File: src/rtl/lf_spi_cmd_rx.sv
// rtl/lf_spi_cmd_rx.sv - SPI command receiver with configuration, divisor and threshold registers
module lf_spi_cmd_rx #(
  parameter logic [7:0] DEFAULT_DIVISOR   = 8'd95,
  parameter logic [7:0] DEFAULT_THRESHOLD = 8'd127
) (
  input  logic       pck0,
  input  logic       reset,
  input  logic       spck,
  input  logic       mosi,
  input  logic       ncs,
  output logic       miso,
  output logic [8:0] conf_word,
  output logic [7:0] divisor,
  output logic [7:0] user_byte1,
  output logic       cmd_strobe,
  output logic       frame_err
);

  typedef enum logic [1:0] {
    WAIT_IDLE = 2'd0,
    IDLE      = 2'd1,
    SHIFT     = 2'd2,
    DECODE    = 2'd3
  } state_t;

  localparam logic [3:0] OP_CONF    = 4'b0001;
  localparam logic [3:0] OP_DIVISOR = 4'b0010;
  localparam logic [3:0] OP_USER1   = 4'b0011;

  // stage 1/2 resolve metastability, stage 3 is the previous value for edge detection
  logic spck_s1, spck_s2, spck_s3;
  logic mosi_s1, mosi_s2, mosi_s3;
  logic ncs_s1,  ncs_s2,  ncs_s3;

  logic spck_rise, spck_fall, ncs_rise, ncs_fall;

  state_t      state, state_nxt;
  logic [15:0] shift_reg, shift_nxt;
  logic [15:0] tx_reg, tx_nxt;
  logic [4:0]  bit_cnt, cnt_nxt;
  logic [8:0]  conf_nxt;
  logic [7:0]  div_nxt;
  logic [7:0]  ub1_nxt;
  logic        strobe_nxt;
  logic        err_nxt;
  logic        miso_nxt;

  // Bring the asynchronous SPI pins into the pck0 domain.
  always_ff @(posedge pck0 or posedge reset) begin
    if (reset) begin
      {spck_s3, spck_s2, spck_s1} <= 3'b000;
      {mosi_s3, mosi_s2, mosi_s1} <= 3'b000;
      {ncs_s3,  ncs_s2,  ncs_s1}  <= 3'b000;
    end else begin
      {spck_s3, spck_s2, spck_s1} <= {spck_s2, spck_s1, spck};
      {mosi_s3, mosi_s2, mosi_s1} <= {mosi_s2, mosi_s1, mosi};
      {ncs_s3,  ncs_s2,  ncs_s1}  <= {ncs_s2,  ncs_s1,  ncs};
    end
  end

  assign spck_rise = spck_s2 & ~spck_s3;
  assign spck_fall = ~spck_s2 & spck_s3;
  assign ncs_rise  = ncs_s2 & ~ncs_s3;
  assign ncs_fall  = ~ncs_s2 & ncs_s3;

  // Frame sequencing, shifting and command decode; everything lands in registers below.
  always_comb begin
    state_nxt  = state;
    shift_nxt  = shift_reg;
    tx_nxt     = tx_reg;
    cnt_nxt    = bit_cnt;
    conf_nxt   = conf_word;
    div_nxt    = divisor;
    ub1_nxt    = user_byte1;
    strobe_nxt = 1'b0;
    err_nxt    = 1'b0;

    case (state)
      // A frame cut by reset is abandoned until ncs is seen idle again.
      WAIT_IDLE: begin
        if (ncs_s2) begin
          state_nxt = IDLE;
        end
      end

      IDLE: begin
        if (ncs_fall) begin
          state_nxt = SHIFT;
          shift_nxt = 16'd0;
          cnt_nxt   = 5'd0;
          tx_nxt    = {7'b0, conf_word};
        end
      end

      // End of frame wins over a coincident spck edge.
      SHIFT: begin
        if (ncs_rise) begin
          state_nxt = DECODE;
        end else begin
          if (spck_rise) begin
            shift_nxt = {shift_reg[14:0], mosi_s3};
            if (bit_cnt != 5'd31) begin
              cnt_nxt = bit_cnt + 5'd1;
            end
          end
          if (spck_fall) begin
            tx_nxt = {tx_reg[14:0], 1'b0};
          end
        end
      end

      DECODE: begin
        state_nxt = IDLE;
        if (bit_cnt == 5'd16) begin
          case (shift_reg[15:12])
            OP_CONF: begin
              conf_nxt   = shift_reg[8:0];
              strobe_nxt = 1'b1;
              if (shift_reg[8:0] == 9'b000000001) begin
                ub1_nxt = DEFAULT_THRESHOLD;
              end
            end
            OP_DIVISOR: begin
              div_nxt    = shift_reg[7:0];
              strobe_nxt = 1'b1;
            end
            OP_USER1: begin
              ub1_nxt    = shift_reg[7:0];
              strobe_nxt = 1'b1;
            end
            default: begin
            end
          endcase
        end else begin
          err_nxt = 1'b1;
        end
      end

      default: begin
        state_nxt = WAIT_IDLE;
      end
    endcase

    miso_nxt = (state_nxt == SHIFT) ? tx_nxt[15] : 1'b0;
  end

  // State, datapath and output registers.
  always_ff @(posedge pck0 or posedge reset) begin
    if (reset) begin
      state      <= WAIT_IDLE;
      shift_reg  <= 16'd0;
      tx_reg     <= 16'd0;
      bit_cnt    <= 5'd0;
      conf_word  <= 9'd0;
      divisor    <= DEFAULT_DIVISOR;
      user_byte1 <= 8'd0;
      cmd_strobe <= 1'b0;
      frame_err  <= 1'b0;
      miso       <= 1'b0;
    end else begin
      state      <= state_nxt;
      shift_reg  <= shift_nxt;
      tx_reg     <= tx_nxt;
      bit_cnt    <= cnt_nxt;
      conf_word  <= conf_nxt;
      divisor    <= div_nxt;
      user_byte1 <= ub1_nxt;
      cmd_strobe <= strobe_nxt;
      frame_err  <= err_nxt;
      miso       <= miso_nxt;
    end
  end

endmodule

File: config.mk
export PLATFORM = sky130hd
export DESIGN_NAME = lf_spi_cmd_rx
export DESIGN_NICKNAME = d
export VERILOG_FILES = /design/src/rtl/lf_spi_cmd_rx.sv
export SDC_FILE = /design/constraint.sdc
export NUM_CORES = 1
export LEC_CHECK = 0
export ABC_AREA = 1
export BUFFER_PORTS_ARGS = -buffer_cell sky130_fd_sc_hd__buf_4
export CAP_MARGIN = 25
export CORE_MARGIN = 3
export CORE_UTILIZATION = 45
export DETAILED_ROUTE_END_ITERATION = 10
export PLACE_DENSITY = 0.74
export SLEW_MARGIN = 40
export SYNTH_ARGS = -nofsm -noshare
export SYNTH_HDL_FRONTEND = slang
export SYNTH_SLANG_ARGS = --single-unit
File: constraint.sdc
create_clock -name pck0 -period 2.08 [get_ports pck0]
set_clock_uncertainty 0.15 [all_clocks]
set_input_delay 0.104 -clock pck0 [delete_from_list [all_inputs] [get_ports pck0]]
set_output_delay 0.104 -clock pck0 [all_outputs]
set_load 0.01 [all_outputs]
==> reports/qor.csv <==
stage,metric,value,unit
synthesis,synth_edf_count,0,
setup_path,end_kind,flop,
timing,relSlewSlack,56.1,%
setup_path,crit_fanout,10,
synthesis,ys_warn_count,0,
power_and_ir_drop,p_clk_share,29.0,%
die,die_h,93.4,um
detailed_routing,via_count,2714,
place,place_congestion,0.789,
cells_and_area,n_antenna_cell,0,
cells_and_area,syn_to_final_growth,18.0,%
synthesis,netlist_instances,407,
run,maxCapViolCount,0,
detailed_routing,ant_nets,0,
setup_path,worst_path_max_delay_cell,dfrtp_1,
power_and_ir_drop,swShare,36.7,%
global_routing,antenna_found_initial,0,
die,fp.coreArea,7330,um2
power_and_ir_drop,p_comb_share,29.2,%
setup_path,startpoint_type,flop,
setup_path,worst_path_most_repeated_cell,nand2_1,
global_routing,grt_max_degree,33,
detailed_routing,drt-pass1-iter-count,4,
die,start_util,46.9,%
setup_path,worst-setup-path-type,flop to flop,
timing,maxSlewViolCount,0,
cells_and_area,nNetsFinal,464,
clocking,clock-sinks,76,
synthesis,synth_flop_cell,dfrtp_1,
setup_path,cp.arrival,1930,ps
cells_and_area,drive_gt1_share,18.4,%
timing,rsz0062_at_grt,false,
clocking,cts.path.max_buffers,2,
power_and_ir_drop,p_seq_share,41.8,%
synthesis,syn-num-nets,420,
clocking,cts-buffers-inserted,9,
detailed_routing,wirelength,6800,um
run_status,status,finished clean,
place,io_buffers,32,
synthesis,synth_cell_type_count,26,
detailed_routing,wire_per_inst,12.2,um
detailed_routing,viasPerCell,4.89,
global_routing,grtUsageTotal,17.3,%
synthesis,avgSynthCellArea,8.45,um2
setup_path,cp_cell_sequence,"ha_1, nand2_1, nor2_1, ha_1, nand2_1, nand2_1, nor2_1, nand2_1, nand2_1, o21ai_0",
setup_path,crit_family,simple AND/OR/NAND/NOR gates,
timing,hold_violations,0,
timing,period_minus_slack,1870,ps
timing,setup_viol,0,
synthesis,synthArstFlopShare,100,%
synthesis,ys_seq_area_share,55.5,%
die,rows,31,
timing,finalSetupTns,0,ps
power_and_ir_drop,internal-power,2.39,mW
power_and_ir_drop,switching_power,1.39,mW
power_and_ir_drop,p_per_area,931,nW/um2
global_routing,grt_pass1_wl,12000,um
place,dp_hpwl,4880,um
synthesis,ys_seq_elements,76,
hold_path,hold_path.class,flop to flop,
synthesis,syn_area,3440,um2
clocking,clkTransAtPathRegs,80,ps
detailed_routing,drc,0,
setup_path,cp.required,2140,ps
global_routing,grt_pass1_vias,2639,
timing,fmax,534,MHz
power_and_ir_drop,leakage,2.00,nW
clocking,cts_tree,built,
setup_path,max_stage_delay,410,ps
detailed_routing,drtIter0Drc,194,
cells_and_area,mostFrequentLayoutCell,nand2_1,
power_and_ir_drop,vdd.ir_drop.worst,0.000411,V
timing,period_share,90.1,%
clocking,clock_latency,340,ps
timing,tightest_slew,657,ps
global_routing,grt_overflow_total,0,
die,die_x,93.4,um
cells_and_area,final_cell_mix,"175 x nand2_1, 70 x dfrtp_1, 36 x buf_4",
clocking,cts_max_level,3,
setup_path,worst-path-buf-inv,0,
die,dieArea,8730,um2
clocking,cts_setup_buffers,0,
die,ios,33,
clocking,root_buffer,clkbuf_8,
timing,hold_slack,202,ps
## path summary, 6_finish.rpt
path / start / endpoint / depth (start not counted) / slack (ps)
hold / removal: mosi_s2 / mosi_s3 / 0 / 200
min in group asynchronous: reset / ncs_s1 / 3 / 260
setup reg to reg: bit_cnt[0] / bit_cnt[0] / 10 / 210
setup / recovery: bit_cnt[0] / bit_cnt[0] / 10 / 210
max in group asynchronous: reset / divisor[4] / 4 / 910
hold reg to reg: mosi_s2 / mosi_s3 / 0 / 200
## cell usage after synthesis (2+ instances only)
| cell | instances | area [um2] |
|---|---|---|
| a21oi_1 | 2 | 10.0 |
| inv_2 | 3 | 11.3 |
| nor3_2 | 2 | 20.0 |
| nor2_4 | 2 | 22.5 |
| dfrtp_1 | 70 | 1750 |
| o21ai_0 | 22 | 110 |
| nand3_1 | 31 | 155 |
| ha_1 | 8 | 100 |
| nor2_1 | 15 | 56.3 |
| o21ai_1 | 10 | 50.1 |
| buf_4 | 4 | 30.0 |
| nand2_2 | 4 | 25.0 |
| nand4_1 | 2 | 12.5 |
| dfstp_2 | 6 | 158 |
| o21ai_2 | 8 | 70.1 |
| buf_2 | 4 | 20.0 |
| inv_1 | 30 | 113 |
| nand3_2 | 2 | 20.0 |
| nand2_1 | 175 | 657 |
## cell type report
type	instances	area, um2
clock buffers	10	128
clock inverters	6	63.8
fillers	666	3270
inverters	34	131
multi-input cells	287	1340
flip-flops and latches	76	1910
well taps	99	124
repair buffers	43	362
## power by group through the flow
stage	logic (mW)	clock network [mW]	registers [mW]
6_report	1.10	1.10	1.58
5_1_grt	1.26	1.20	1.59
4_1_cts	1.09	1.13	1.58
3_5_place_dp	1.08	0	1.61
3_3_place_gp	1.05	0	1.61
2_1_floorplan	0.871	0	1.60
## cell families after synthesis
| logic type | after synthesis | synth area share (%) |
|---|---|---|
| fa+ha+maj | 8 | 2.91 |
| simple gates | 235 | 28.5 |
| flops | 76 | 55.5 |
| compound gates | 43 | 7.20 |
| buf+inv | 44 | 5.60 |
| xor+xnor | 1 | 0.255 |
## worst reg2reg max path: stages, from the launching register on
cell and delay, ps:
dfrtp_1 410, ha_1 220, nand2_1 100, nor2_1 50, ha_1 170, nand2_1 60, nand2_1 50, nor2_1 130
nand2_1 200, nand2_1 120, o21ai_0 90
## layer usage
| layer | part of all wire [%] | track usage (%) |
|---|---|---|
| met4 | 1.5 | 6.96 |
| met2 | 49 | 28.1 |
| met3 | 3.9 | 3.14 |
| met5 | 0 | 0 |
| met1 | 46 | 22.9 |
## through the flow
stage | power [mW] | cell area, um2 | utilization (%) | std cells | worst slack [ps]
global placement | 2.65 | 3820 | 52.1 | 535 | 261
global route | 4.05 | 4060 | 55.4 | 555 | 28.8
CTS | 3.79 | 4050 | 55.3 | 555 | 152
detailed placement | 2.69 | 3820 | 52.1 | 535 | 160
finish | 3.78 | 4060 | 55.4 | 555 | 206
floorplan | 2.47 | 3440 | - | 407 | 404
## repair_timing
action | CTS | global route
gates resized for setup | 0 | 3
setup endpoints to repair | 0 | 22
endpoints found under the hold margin | 24 | 0
hold buffers | 4 | 0
No activity file was read; power rests on OpenSTA's default activity.
